### config.mk
export PLATFORM = sky130hd
export DESIGN_NAME = uart_cfg_ctrl
export DESIGN_NICKNAME = d
export VERILOG_FILES = /design/src/rtl/uart_cfg_ctrl.sv
export SDC_FILE = /design/constraint.sdc
export NUM_CORES = 1
export LEC_CHECK = 0
export ABC_AREA = 1
export CAP_MARGIN = 20
export CORE_ASPECT_RATIO = 0.6
export CORE_MARGIN = 5
export CORE_UTILIZATION = 35
export CTS_CLUSTER_DIAMETER = 30
export DETAILED_ROUTE_END_ITERATION = 10
export HOLD_SLACK_MARGIN = 0.03
export PLACE_DENSITY = 0.63
export SYNTH_ARGS = -nofsm -noshare
export SYNTH_HDL_FRONTEND = slang
export SYNTH_SLANG_ARGS = --single-unit
### constraint.sdc
create_clock -name clk_ref -period 7.58 [get_ports clk_ref]
set_input_delay 1.516 -clock clk_ref [delete_from_list [all_inputs] [get_ports clk_ref]]
set_output_delay 1.516 -clock clk_ref [all_outputs]
set_load 0.005 [all_outputs]
### src/rtl/uart_cfg_ctrl.sv
// Configuration-frame decoder: parses HDR/ADDR/DH/DL/CHK frames from the UART
// receive path and issues register writes, with an inter-byte timeout.
module uart_cfg_ctrl #(
    parameter int         TIMEOUT_CYC = 200000,
    parameter logic [7:0] HDR_BYTE    = 8'hA5,
    parameter logic [7:0] END_ADDR    = 8'hFF
) (
    input  logic        clk_ref,
    input  logic        rst_n,
    input  logic [7:0]  i_rx_dat,
    input  logic        i_rx_vld,
    output logic        o_wr_en,
    output logic [7:0]  o_wr_addr,
    output logic [15:0] o_wr_dat,
    output logic        o_err,
    output logic [7:0]  o_frm_cnt,
    output logic        o_rx_cfg_over
);

    localparam int CNT_W = (TIMEOUT_CYC > 1) ? $clog2(TIMEOUT_CYC) : 1;
    localparam logic [CNT_W-1:0] CNT_LAST = CNT_W'(TIMEOUT_CYC - 1);

    typedef enum logic [2:0] {IDLE, ADDR, DH, DL, CHK} state_t;

    // Asynchronous assert, synchronous release of the internal reset.
    logic rst_meta_q, rst_sync_q;
    always_ff @(posedge clk_ref or negedge rst_n) begin
        if (!rst_n) begin
            rst_meta_q <= 1'b0;
            rst_sync_q <= 1'b0;
        end else begin
            rst_meta_q <= 1'b1;
            rst_sync_q <= rst_meta_q;
        end
    end

    state_t           state_q, state_d;
    logic [CNT_W-1:0] cnt_q, cnt_d;
    logic [7:0]       addr_q, addr_d, dh_q, dh_d, dl_q, dl_d;
    logic             wr_en_q, wr_en_d, err_q, err_d, cfg_over_q, cfg_over_d;
    logic [7:0]       wr_addr_q, wr_addr_d, frm_cnt_q, frm_cnt_d;
    logic [15:0]      wr_dat_q, wr_dat_d;
    logic [7:0]       sum;

    assign sum = 8'(addr_q + dh_q + dl_q);

    always_ff @(posedge clk_ref or negedge rst_sync_q) begin
        if (!rst_sync_q) begin
            state_q    <= IDLE;
            cnt_q      <= '0;
            addr_q     <= '0;
            dh_q       <= '0;
            dl_q       <= '0;
            wr_en_q    <= 1'b0;
            wr_addr_q  <= '0;
            wr_dat_q   <= '0;
            err_q      <= 1'b0;
            frm_cnt_q  <= '0;
            cfg_over_q <= 1'b0;
        end else begin
            state_q    <= state_d;
            cnt_q      <= cnt_d;
            addr_q     <= addr_d;
            dh_q       <= dh_d;
            dl_q       <= dl_d;
            wr_en_q    <= wr_en_d;
            wr_addr_q  <= wr_addr_d;
            wr_dat_q   <= wr_dat_d;
            err_q      <= err_d;
            frm_cnt_q  <= frm_cnt_d;
            cfg_over_q <= cfg_over_d;
        end
    end

    always_comb begin
        state_d    = state_q;
        cnt_d      = cnt_q;
        addr_d     = addr_q;
        dh_d       = dh_q;
        dl_d       = dl_q;
        wr_en_d    = 1'b0;
        wr_addr_d  = wr_addr_q;
        wr_dat_d   = wr_dat_q;
        err_d      = 1'b0;
        frm_cnt_d  = frm_cnt_q;
        cfg_over_d = cfg_over_q;

        if (state_q != IDLE) cnt_d = cnt_q + 1'b1;

        // An arriving byte always beats a timeout on the same cycle.
        if (i_rx_vld) begin
            cnt_d = '0;
            case (state_q)
                IDLE: if (i_rx_dat == HDR_BYTE) state_d = ADDR;
                ADDR: begin addr_d = i_rx_dat; state_d = DH; end
                DH:   begin dh_d = i_rx_dat;   state_d = DL; end
                DL:   begin dl_d = i_rx_dat;   state_d = CHK; end
                CHK: begin
                    state_d = IDLE;
                    if (i_rx_dat == sum) begin
                        frm_cnt_d = frm_cnt_q + 8'd1;
                        if (addr_q == END_ADDR) begin
                            cfg_over_d = 1'b1;
                        end else begin
                            wr_en_d   = 1'b1;
                            wr_addr_d = addr_q;
                            wr_dat_d  = {dh_q, dl_q};
                        end
                    end else begin
                        err_d = 1'b1;
                    end
                end
                default: state_d = IDLE;
            endcase
        end else if (state_q != IDLE && cnt_q == CNT_LAST) begin
            state_d = IDLE;
            cnt_d   = '0;
            err_d   = 1'b1;
        end
    end

    assign o_wr_en       = wr_en_q;
    assign o_wr_addr     = wr_addr_q;
    assign o_wr_dat      = wr_dat_q;
    assign o_err         = err_q;
    assign o_frm_cnt     = frm_cnt_q;
    assign o_rx_cfg_over = cfg_over_q;

endmodule
==> metrics.cfg, run 1 <==
[sta]
clock_skew_ns=0.007147
final.min_clock_period_ns=3.413
fin_crit_sh_pct=45.02
max_slew_margin_pct=50.77
rsz0062_at_grt=false
finalSetupTns_ns=0
whs_ns=0.1770
max_freq_mhz=293.0
drv_slew=0
setup_ws_ns=4.167
setup_violations=0
hold_viol_final=0
worst_slew_pin_slew_ns=0.7363

[clocking]
cts_root_buf=clkbuf_16
cts_sinks=82
cts_tree=done
worstSkewPairLatency_ns=0.33
cts_buffers=9
cts_setup_buffers=0
cts_resized=0
path_clk_slew_ns=0.06
cts_buffer_depth=2
htreeDepth=3
cts_hold_buf=0

[detailed_routing]
vias=3507
wire_per_inst_um=13.52
via_per_inst=4.733
final_antenna_net_count=0
drtPass1Iterations=4
drc=0
drtIter0Drc=200
routed_wl_mm=10.02

[place]
dpl-instance-area_um2=4917
dp_slack_ns=3.497
dp.cells=724
port_buffers=45
post-dp-hpwl_mm=7.258
gp_congestion=0.8676

[outcome]
status=finished, final reports clean

[synthesis]
seq_area_frac_synth_pct=47.67
syn_area_per_cell_um2=8.245
ys_types=35
synth_fp_nets=549
synth.most_common_cell=nand2_1
synth_flop_cell=dfrtp_1
syn_area_um2=4304
synth-seq-cells=82
postSynthCellCount=522
yosys_warnings=0
synth.top_cell.area_share_pct=47.67
synth_edf_count=0
ys_top_cells_by_area=dfrtp_1 48%, nand2_1 15%, inv_1 5.2%
ys_top_cells_by_count=173 x nand2_1, 82 x dfrtp_1, 60 x inv_1, 32 x o21ai_0, 30 x nand3_1
async_flop_share_pct=100.0
synth_largest_area_cell=dfrtp_1

[pwr]
total_power_mw=1.959
powerDensity_nw_per_um2=374.5
leakagePower_nw=2.576
peakVddDrop_mv=0.1743

[global_routing]
grt_pass1_vias=3443
gr-total-overflow=0
antenna_found_initial=0
grt_pass1_wl_mm=17.11
grt_start_max_net_pins=81
grt_use_total_pct=14.38

[setup_path]
crit_chain=clkdlybuf4s50_1 > nor2_1 > nor2_1 > nand3_1 > nor2_4 > nand3_4 > nor2_4 > nand4_4 > nor2_4 > nand2_1 > nand2_1
cp_common_cell=nor2_4
critPathSlowestCell=clkdlybuf4s50_1
crit_required_ns=7.85
critPathMaxStageDelay_ns=0.55
r2r_cells=14
rr_startpoint=addr_q[1]
worstSetupPathType=in2reg
critPathMaxFanout=24
r2r_slack_ns=4.26
crit_arrival_ns=3.69
start_kind=input pin
end_kind=register
reg2reg_to=o_wr_dat[15]

[floorplanning]
dieArea_um2=14690
die_w_um=153.2
die_h_um=95.90
initial_utilization_pct=35.68
rows=31
core_area_um2=12060
io_pins=46

[layout]
drive_gt1_share_pct=7.813
stdcell_count=741
fillers=1181
final_nets=599
num_antenna_cells=0
fin_util_pct=43.36
fin_area_um2=5230
syn2layout_area_growth_pct=21.51

[flow_run]
max-cap-violations=0

[hold_path]
hold_class=reg2async

[critical path: cells and delay by family]
| family | cells | cell delay [ns] |
|---|---|---|
| buffers and inverters | 1 | 0.55 |
| and+or+nand+nor | 10 | 1.61 |
[report_power, final]
part           internal [mW]  leakage [nW]  switching (mW)  total (mW)
clock network          0.230         0.136           0.175       0.405
registers              0.518          1.07          0.0960       0.614
logic                  0.337          1.37           0.603       0.940
total                   1.08          2.58           0.875        1.96
[per-layer routing]
| metal | track usage [%] | share of wire (%) | routed length, um |
|---|---|---|---|
| met1 | 20.98 | 52 | 5206 |
| met2 | 21.27 | 42 | 4195 |
| met4 | 3.336 | 0.99 | 99 |
| met3 | 3.998 | 5.2 | 519 |
| met5 | 0 | 0 | 0 |
[layout make-up]
cell class                      count  area [um^2]  area share [%]
Sequential cell                    82         2056           39.31
Inverter                           69        259.0           4.952
Clock buffer                       11        242.7           4.641
Timing Repair Buffer               47        493.0           9.426
Clock inverter                      4        27.53          0.5263
Tap cell                          165        206.4           3.947
Multi-Input combinational cell    363         1946           37.20
[how the worst max path moves through the flow]
stage | start | end | slack [ns]
floorplan | addr_q[1] | o_wr_addr[4] | 4.83
global placement | i_rx_dat[0] | o_wr_dat[7] | 3.51
detailed placement | i_rx_dat[7] | o_wr_dat[14] | 3.50
CTS | i_rx_dat[0] | o_wr_addr[1] | 3.85
global route | i_rx_dat[7] | o_wr_dat[11] | 3.91
finish | i_rx_dat[0] | o_wr_dat[15] | 4.17
[placed cells by master, fill, tap and decap left out, drive strengths merged, types with 2 or more instances in the layout]
cell | synthesis | final
nand3 | 32 | 32
ha | 8 | 8
o21ai | 33 | 33
nand4 | 18 | 18
nor2 | 26 | 26
nor3b | 3 | 3
clkbuf | 4 | 11
xnor2 | 6 | 6
nor4 | 4 | 4
a21oi | 14 | 14
clkdlybuf4s50 | 0 | 45
o211ai | 2 | 2
nand2 | 182 | 182
nor3 | 15 | 15
xor2 | 4 | 4
dfrtp | 82 | 82
inv | 69 | 70
clkinv | 0 | 3
buf | 4 | 2
o21a | 4 | 4
fa | 8 | 8
[sequential cells by signal, summed over array words and instances (netlist names)]
name	count
o_wr_addr	8
o_err	1
state_q	3
dh_q	8
o_frm_cnt	8
rst_meta_q	1
o_wr_en	1
cnt_q	18
o_wr_dat	16
dl_q	8
o_rx_cfg_over	1
rst_sync_q	1
addr_q	8
[cell families (layout without fill, tap and decap cells)]
group	Yosys count	count (layout)	share of synthesized area, %
buffers and inverters	77	131	7.122
flip-flops	82	82	47.67
AO/OA/AOI/OAI	55	55	6.918
AND/OR/NAND/NOR	281	281	30.12
XOR/XNOR	10	10	2.035
adder cells (fa/ha/maj)	16	16	6.047
other	1	1	0.08713
Note: power is estimated with default switching activity, not from simulation.
==> inputs of run 2 (changes only) <==
--- a/config.mk
+++ b/config.mk
@@ -13,7 +13,7 @@
 export CTS_CLUSTER_DIAMETER = 30
 export DETAILED_ROUTE_END_ITERATION = 10
 export HOLD_SLACK_MARGIN = 0.03
-export PLACE_DENSITY = 0.63
+export PLACE_DENSITY = 0.65
 export SYNTH_ARGS = -nofsm -noshare
 export SYNTH_HDL_FRONTEND = slang
 export SYNTH_SLANG_ARGS = --single-unit
==> constraint.sdc (replaced) <==
create_clock -name clk_ref -period 2.95 [get_ports clk_ref]
set_input_delay 0.59 -clock clk_ref [delete_from_list [all_inputs] [get_ports clk_ref]]
set_output_delay 0.59 -clock clk_ref [all_outputs]
set_load 0.005 [all_outputs]
==> metrics.cfg, run 2 (synthesis gave the netlist of run 1 again) <==
[sta]
max_slew_margin_pct=59.48  ; was 50.77%
setup_violations=26  ; was 0
worst_slew_pin_slew_ns=0.6027  ; was 0.7363 ns
fin_crit_sh_pct=101.6
setup_ws_ns=-0.04832  ; was 4.167 ns
rsz0062_at_grt=true  ; was false
max_freq_mhz=333.5
final.min_clock_period_ns=2.998
finalSetupTns_ns=-0.7789  ; was 0 ns
clock_skew_ns=0.007029  ; was 0.007147 ns
drv_slew=0  ; unchanged
hold_viol_final=0  ; unchanged

[layout]
num_antenna_cells=0  ; unchanged
syn2layout_area_growth_pct=27.01  ; was 21.51%
final_cell_mix=159 x nand2_1, 81 x dfrtp_1, 60 x inv_1  ; was 173 x nand2_1, 81 x dfrtp_1, 60 x inv_1
final_common_cell=nand2_1  ; unchanged
seq_area_um2=2056  ; unchanged
stdcell_count=759  ; was 741
top_register=cnt_q  ; unchanged
multiInputGateArea_um2=2003  ; was 1946 um^2
final_nets=616  ; was 599
fillers=1164  ; was 1181
largest_reg_flops=18  ; unchanged
drive_gt1_share_pct=13.97  ; was 7.813%

[setup_path]
worstSetupPathType=reg2reg  ; was in2reg
r2r_cells=15  ; was 14
end_kind=register  ; unchanged
crit_required_ns=3.24  ; was 7.85 ns
crit_arrival_ns=3.28  ; was 3.69 ns
critPathMaxFanout=6  ; was 24
start_kind=register  ; was input pin

[global_routing]
antenna_found_initial=0  ; unchanged
grt_start_max_net_pins=81  ; unchanged
grt_use_total_pct=14.83  ; was 14.38%
gr-total-overflow=0  ; unchanged
grt_pass1_wl_mm=17.48  ; was 17.11 mm
grt_pass1_vias=3519  ; was 3443

[detailed_routing]
vias=3596  ; was 3507
routed_wl_mm=10.58  ; was 10.02 mm
drc=0  ; unchanged
via_per_inst=4.738  ; was 4.733
drtIter0Drc=204  ; was 200
wire_per_inst_um=13.94  ; was 13.52 um
final_antenna_net_count=0  ; unchanged
drtPass1Iterations=5  ; was 4

[floorplanning]
rows=31  ; unchanged
dieArea_um2=14690  ; unchanged
core_area_um2=12060  ; unchanged
initial_utilization_pct=35.68  ; unchanged
io_pins=46  ; unchanged
die_w_um=153.2  ; unchanged
die_h_um=95.90  ; unchanged

[clocking]
cts_buffers=9  ; unchanged
htreeDepth=3  ; unchanged
cts_hold_buf=0  ; unchanged
path_clk_slew_ns=0.06  ; about the same
cts_buffer_depth=2  ; unchanged
cts_sinks=82  ; unchanged
cts_root_buf=clkbuf_16  ; unchanged
cts_tree=done  ; unchanged
worstSkewPairLatency_ns=0.34  ; was 0.33 ns

[place]
post-dp-hpwl_mm=7.499  ; was 7.258 mm
dp.cells=733  ; was 724
dp_slack_ns=-0.07072  ; was 3.497 ns
port_buffers=45  ; unchanged
gp_congestion=0.8463  ; was 0.8676

[pwr]
peakVddDrop_mv=0.4114  ; was 0.1743 mV
powerDensity_nw_per_um2=964.8  ; was 374.5 nW/um^2
leakagePower_nw=2.681  ; was 2.576 nW

[outcome]
status=complete, but fails checks  ; was finished, final reports clean
violations=setup timing

[hold_path]
hold_class=reg2async  ; unchanged

[flow_run]
max-cap-violations=0  ; unchanged

run 2: metal layers:
layer,vias up,GRT usage (%),share of wire [%]
met3,14,4.133,5.1
met5,-,0,0
met1,1699,21.42,52
met2,68,21.27,41
li1,1815,-,-
met4,0,5.337,1.4
run 2: critical path, stage by stage (launching register included):
cell	delay [ns]
dfrtp_1	0.40
fa_1	0.51
ha_2	0.22
fa_1	0.45
inv_2	0.10
nand2_2	0.06
nand3_1	0.08
nand2_2	0.07
nor2_4	0.18
nand3_4	0.11
nor2_4	0.13
nand4_4	0.10
nor2_4	0.20
clkbuf_16	0.20
nand2_2	0.04
nand2_1	0.06
run 2: layout make-up:
class,count,share of cell area [%]
Timing Repair Buffer,64,11.92
Clock inverter,5,0.6867
Tap cell,165,3.777
Multi-Input combinational cell,363,36.64
Inverter,69,4.738
Clock buffer,11,4.623
Sequential cell,82,37.61
run 2: report_power, final:
group	leakage [nW]	total (mW)	switching (mW)	internal, mW
Clock	0.138	1.08	0.463	0.619
Combinational	1.47	2.61	1.67	0.950
Sequential	1.07	1.58	0.248	1.33
Total	2.68	5.27	2.38	2.90
run 2: final timing paths:
| kind | to | slack (ns) | from |
|---|---|---|---|
| setup / recovery | o_wr_addr[4] | -0.05 | addr_q[1] |
| hold / removal | o_frm_cnt[2] | 0.31 | rst_sync_q |
| setup reg to reg | o_wr_addr[4] | -0.05 | addr_q[1] |
| hold reg to reg | o_frm_cnt[2] | 0.31 | rst_sync_q |
| max in group asynchronous | o_wr_dat[9] | 2.03 | rst_sync_q |
| min in group clk_ref | rst_sync_q | 0.35 | rst_meta_q |
run 2: metrics by stage:
| step | utilization, % | hold slack, ns | power (mW) | cell area [um^2] |
|---|---|---|---|---|
| global placement | 41.53 | 0.3364 | 3.957 | 5010 |
| global route | 45.32 | 0.3666 | 5.750 | 5466 |
| floorplan | - | 0.2944 | 3.480 | 4304 |
| detailed placement | 41.53 | 0.3403 | 4.050 | 5010 |
| CTS | 44.04 | 0.3547 | 5.191 | 5313 |
| finish | 45.32 | 0.3145 | 5.274 | 5466 |
run 2: what timing repair did:
item	in CTS	in global routing
hold endpoints to repair	0	0
setup buffers	0	7
endpoints found under the setup margin	26	33
pin swaps	0	7
resized for setup	3	17
cloned	0	2
==> inputs of run 3 (changes only) <==
--- a/config.mk
+++ b/config.mk
@@ -14,6 +14,7 @@
 export DETAILED_ROUTE_END_ITERATION = 10
 export HOLD_SLACK_MARGIN = 0.03
 export PLACE_DENSITY = 0.65
+export SETUP_SLACK_MARGIN = 0.5
 export SYNTH_ARGS = -nofsm -noshare
 export SYNTH_HDL_FRONTEND = slang
 export SYNTH_SLANG_ARGS = --single-unit
==> metrics.cfg, run 3 (synthesis gave the netlist of run 1 again) <==
[global_routing]
gr-total-overflow=0  ; unchanged
grt_start_max_net_pins=81  ; unchanged
grt_pass1_vias=3550  ; was 3519
grt_pass1_wl_mm=17.77  ; was 17.48 mm
grt_use_total_pct=15.18  ; was 14.83%
antenna_found_initial=0  ; unchanged

[detailed_routing]
drtIter0Drc=286  ; was 204
routed_wl_mm=10.61  ; was 10.58 mm
via_per_inst=4.785  ; was 4.738
final_antenna_net_count=0  ; unchanged
vias=3627  ; was 3596
drtPass1Iterations=5  ; unchanged
drc=0  ; unchanged
wire_per_inst_um=13.99  ; was 13.94 um

[layout]
final_nets=615  ; was 616
final_common_cell=nand2_1  ; unchanged
num_antenna_cells=0  ; unchanged
fin_area_um2=5533  ; was 5466 um^2
largest_reg_flops=18  ; unchanged
top_register=cnt_q  ; unchanged
final_cell_mix=167 x nand2_1, 81 x dfrtp_1, 58 x inv_1  ; was 159 x nand2_1, 81 x dfrtp_1, 60 x inv_1
syn2layout_area_growth_pct=28.55  ; was 27.01%
drive_gt1_share_pct=13.83  ; was 13.97%

[setup_path]
critPathMaxStageDelay_ns=0.55  ; was 0.51 ns
crit_chain=fa_1 > ha_2 > fa_2 > nand2_2 > nand2_2 > nand3_2 > nor2_4 > nand3_4 > nor2_4 > nand4_4 > nor2_4 > buf_4 > buf_12 > nand2_1 > nand2_1  ; was fa_1 > ha_2 > fa_1 > inv_2 > nand2_2 > nand3_1 > nand2_2 > nor2_4 > nand3_4 > nor2_4 > nand4_4 > nor2_4 > clkbuf_16 > nand2_2 > nand2_1
critPathBufInv=2  ; unchanged
start_kind=register  ; unchanged
critPathSlowestCell=fa_2  ; was fa_1
crit_family=adder cells  ; unchanged
worstSetupPathType=reg2reg  ; unchanged
end_kind=register  ; unchanged
critPathMaxFanout=12  ; was 6
crit_arrival_ns=3.22  ; was 3.28 ns
crit_required_ns=3.22  ; was 3.24 ns
cp_common_cell=nor2_4

[floorplanning]
rows=31  ; unchanged
dieArea_um2=14690  ; unchanged
initial_utilization_pct=35.68  ; unchanged
die_h_um=95.90  ; unchanged
io_pins=46  ; unchanged
die_w_um=153.2  ; unchanged
core_area_um2=12060  ; unchanged

[sta]
setup_violations=0  ; was 26
drv_slew=0  ; unchanged
rsz0062_at_grt=true  ; unchanged
worst_slew_pin_slew_ns=0.5597  ; was 0.6027 ns
max_freq_mhz=339.6  ; was 333.5 MHz
clock_skew_ns=0.007264  ; was 0.007029 ns
hold_viol_final=0  ; unchanged
final.min_clock_period_ns=2.944  ; was 2.998 ns
max_slew_margin_pct=62.37  ; was 59.48%
whs_ns=0.3049  ; was 0.3145 ns
fin_crit_sh_pct=99.81  ; was 101.6%

[pwr]
leakagePower_nw=2.716  ; was 2.681 nW
pwr-share-comb_pct=48.9  ; was 49.6%
powerDensity_nw_per_um2=992.4  ; was 964.8 nW/um^2
swShare_pct=43.87  ; was 45.05%
peakVddDrop_mv=0.4419  ; was 0.4114 mV
p_seq_share_pct=28.7  ; was 29.9%
switchingPower_mw=2.409  ; was 2.376 mW
pwr-share-clk_pct=22.4  ; was 20.5%
cell_internal_pwr_mw=3.082  ; was 2.898 mW

[clocking]
htreeDepth=3  ; unchanged
cts_sinks=82  ; unchanged
cts_hold_buf=0  ; unchanged
path_clk_slew_ns=0.06  ; about the same
cts_buffers=9  ; unchanged
cts_tree=done  ; unchanged
worstSkewPairLatency_ns=0.34  ; about the same
cts_root_buf=clkbuf_16  ; unchanged
cts_buffer_depth=2  ; unchanged

[outcome]
status=finished, final reports clean  ; was complete, but fails checks

[flow_run]
max-cap-violations=0  ; unchanged

[place]
post-dp-hpwl_mm=7.431  ; was 7.499 mm
dpl-instance-area_um2=5025  ; was 5010 um^2
port_buffers=45  ; unchanged
gp_congestion=0.8569  ; was 0.8463

[hold_path]
hold_class=reg2async  ; unchanged

run 3: changes by cell type in the layout (fill, tap and decap cells not counted), sizes merged:
cell      before  now
bufinv         0    2
clkbuf        12   10
clkinv         2    3
clkinvlp       2    1
inv           70   69
run 3: metal layers:
| metal | track usage, % | share of wire [%] | up-vias |
|---|---|---|---|
| li1 | - | - | 1805 |
| met3 | 3.953 | 4.4 | 13 |
| met4 | 4.299 | 1.2 | 0 |
| met5 | 0 | 0 | - |
| met2 | 21.96 | 42 | 83 |
| met1 | 22.40 | 52 | 1726 |
run 3: layout make-up:
type                       instances  area (um^2)
clock buffer                      10        239.0
clock inverter                     6        90.09
fill                            1122         6530
inverter                          69        261.5
multi-input combinational        363         2022
sequential                        82         2056
tap                              165        206.4
timing repair buffer              63        658.1
run 3: final timing paths:
| check | depth (start not counted) | startpoint | slack [ns] | to |
|---|---|---|---|---|
| hold / removal | 0 | rst_sync_q | 0.30 | o_wr_dat[5] |
| setup / recovery | 15 | dl_q[1] | 0.006 | o_wr_dat[13] |
| max in group asynchronous | 1 | rst_sync_q | 2.05 | o_wr_addr[2] |
| setup reg to reg | 15 | dl_q[1] | 0.006 | o_wr_dat[13] |
| min in group clk_ref | 0 | rst_meta_q | 0.36 | rst_sync_q |
| hold reg to reg | 0 | rst_sync_q | 0.30 | o_wr_dat[5] |
run 3: metrics by stage:
step | worst slack [ns] | std cells | setup TNS (ns) | total power [mW] | util, %
floorplan | 0.2242 | 522 | 0 | 3.537 | -
global placement | 0.07022 | 732 | 0 | 4.013 | 41.66
detailed placement | 0.02628 | 732 | 0 | 4.090 | 41.66
CTS | 0.0005971 | 757 | 0 | 5.414 | 45.28
global route | -0.1911 | 758 | -4.361 | 5.981 | 45.87
finish | 0.005648 | 758 | 0 | 5.491 | 45.87
run 3: power groups by stage:
stage / Clock (mW) / Combinational [mW] / Sequential (mW)
6_report: 1.23 / 2.68 / 1.57
5_1_grt: 1.30 / 3.07 / 1.62
4_1_cts: 1.26 / 2.57 / 1.59
3_5_place_dp: 0 / 2.49 / 1.60
3_3_place_gp: 0 / 2.42 / 1.60
2_1_floorplan: 0 / 1.99 / 1.54
run 3: worst register-to-register path, cell delays in order (launching register included):
cell and delay [ns]:
dfrtp_1 0.41, fa_1 0.51, ha_2 0.21, fa_2 0.55, nand2_2 0.06, nand2_2 0.08, nand3_2 0.09, nor2_4 0.13
nand3_4 0.10, nor2_4 0.12, nand4_4 0.11, nor2_4 0.13, buf_4 0.13, buf_12 0.12, nand2_1 0.06, nand2_1 0.07
run 3: what timing repair did:
item | 4_1_cts | 5_1_grt
endpoints found under the setup margin | 35 | 35
pin swaps | 7 | 6
cloned | 1 | 0
gates resized for setup | 9 | 14
setup buffers | 8 | 0
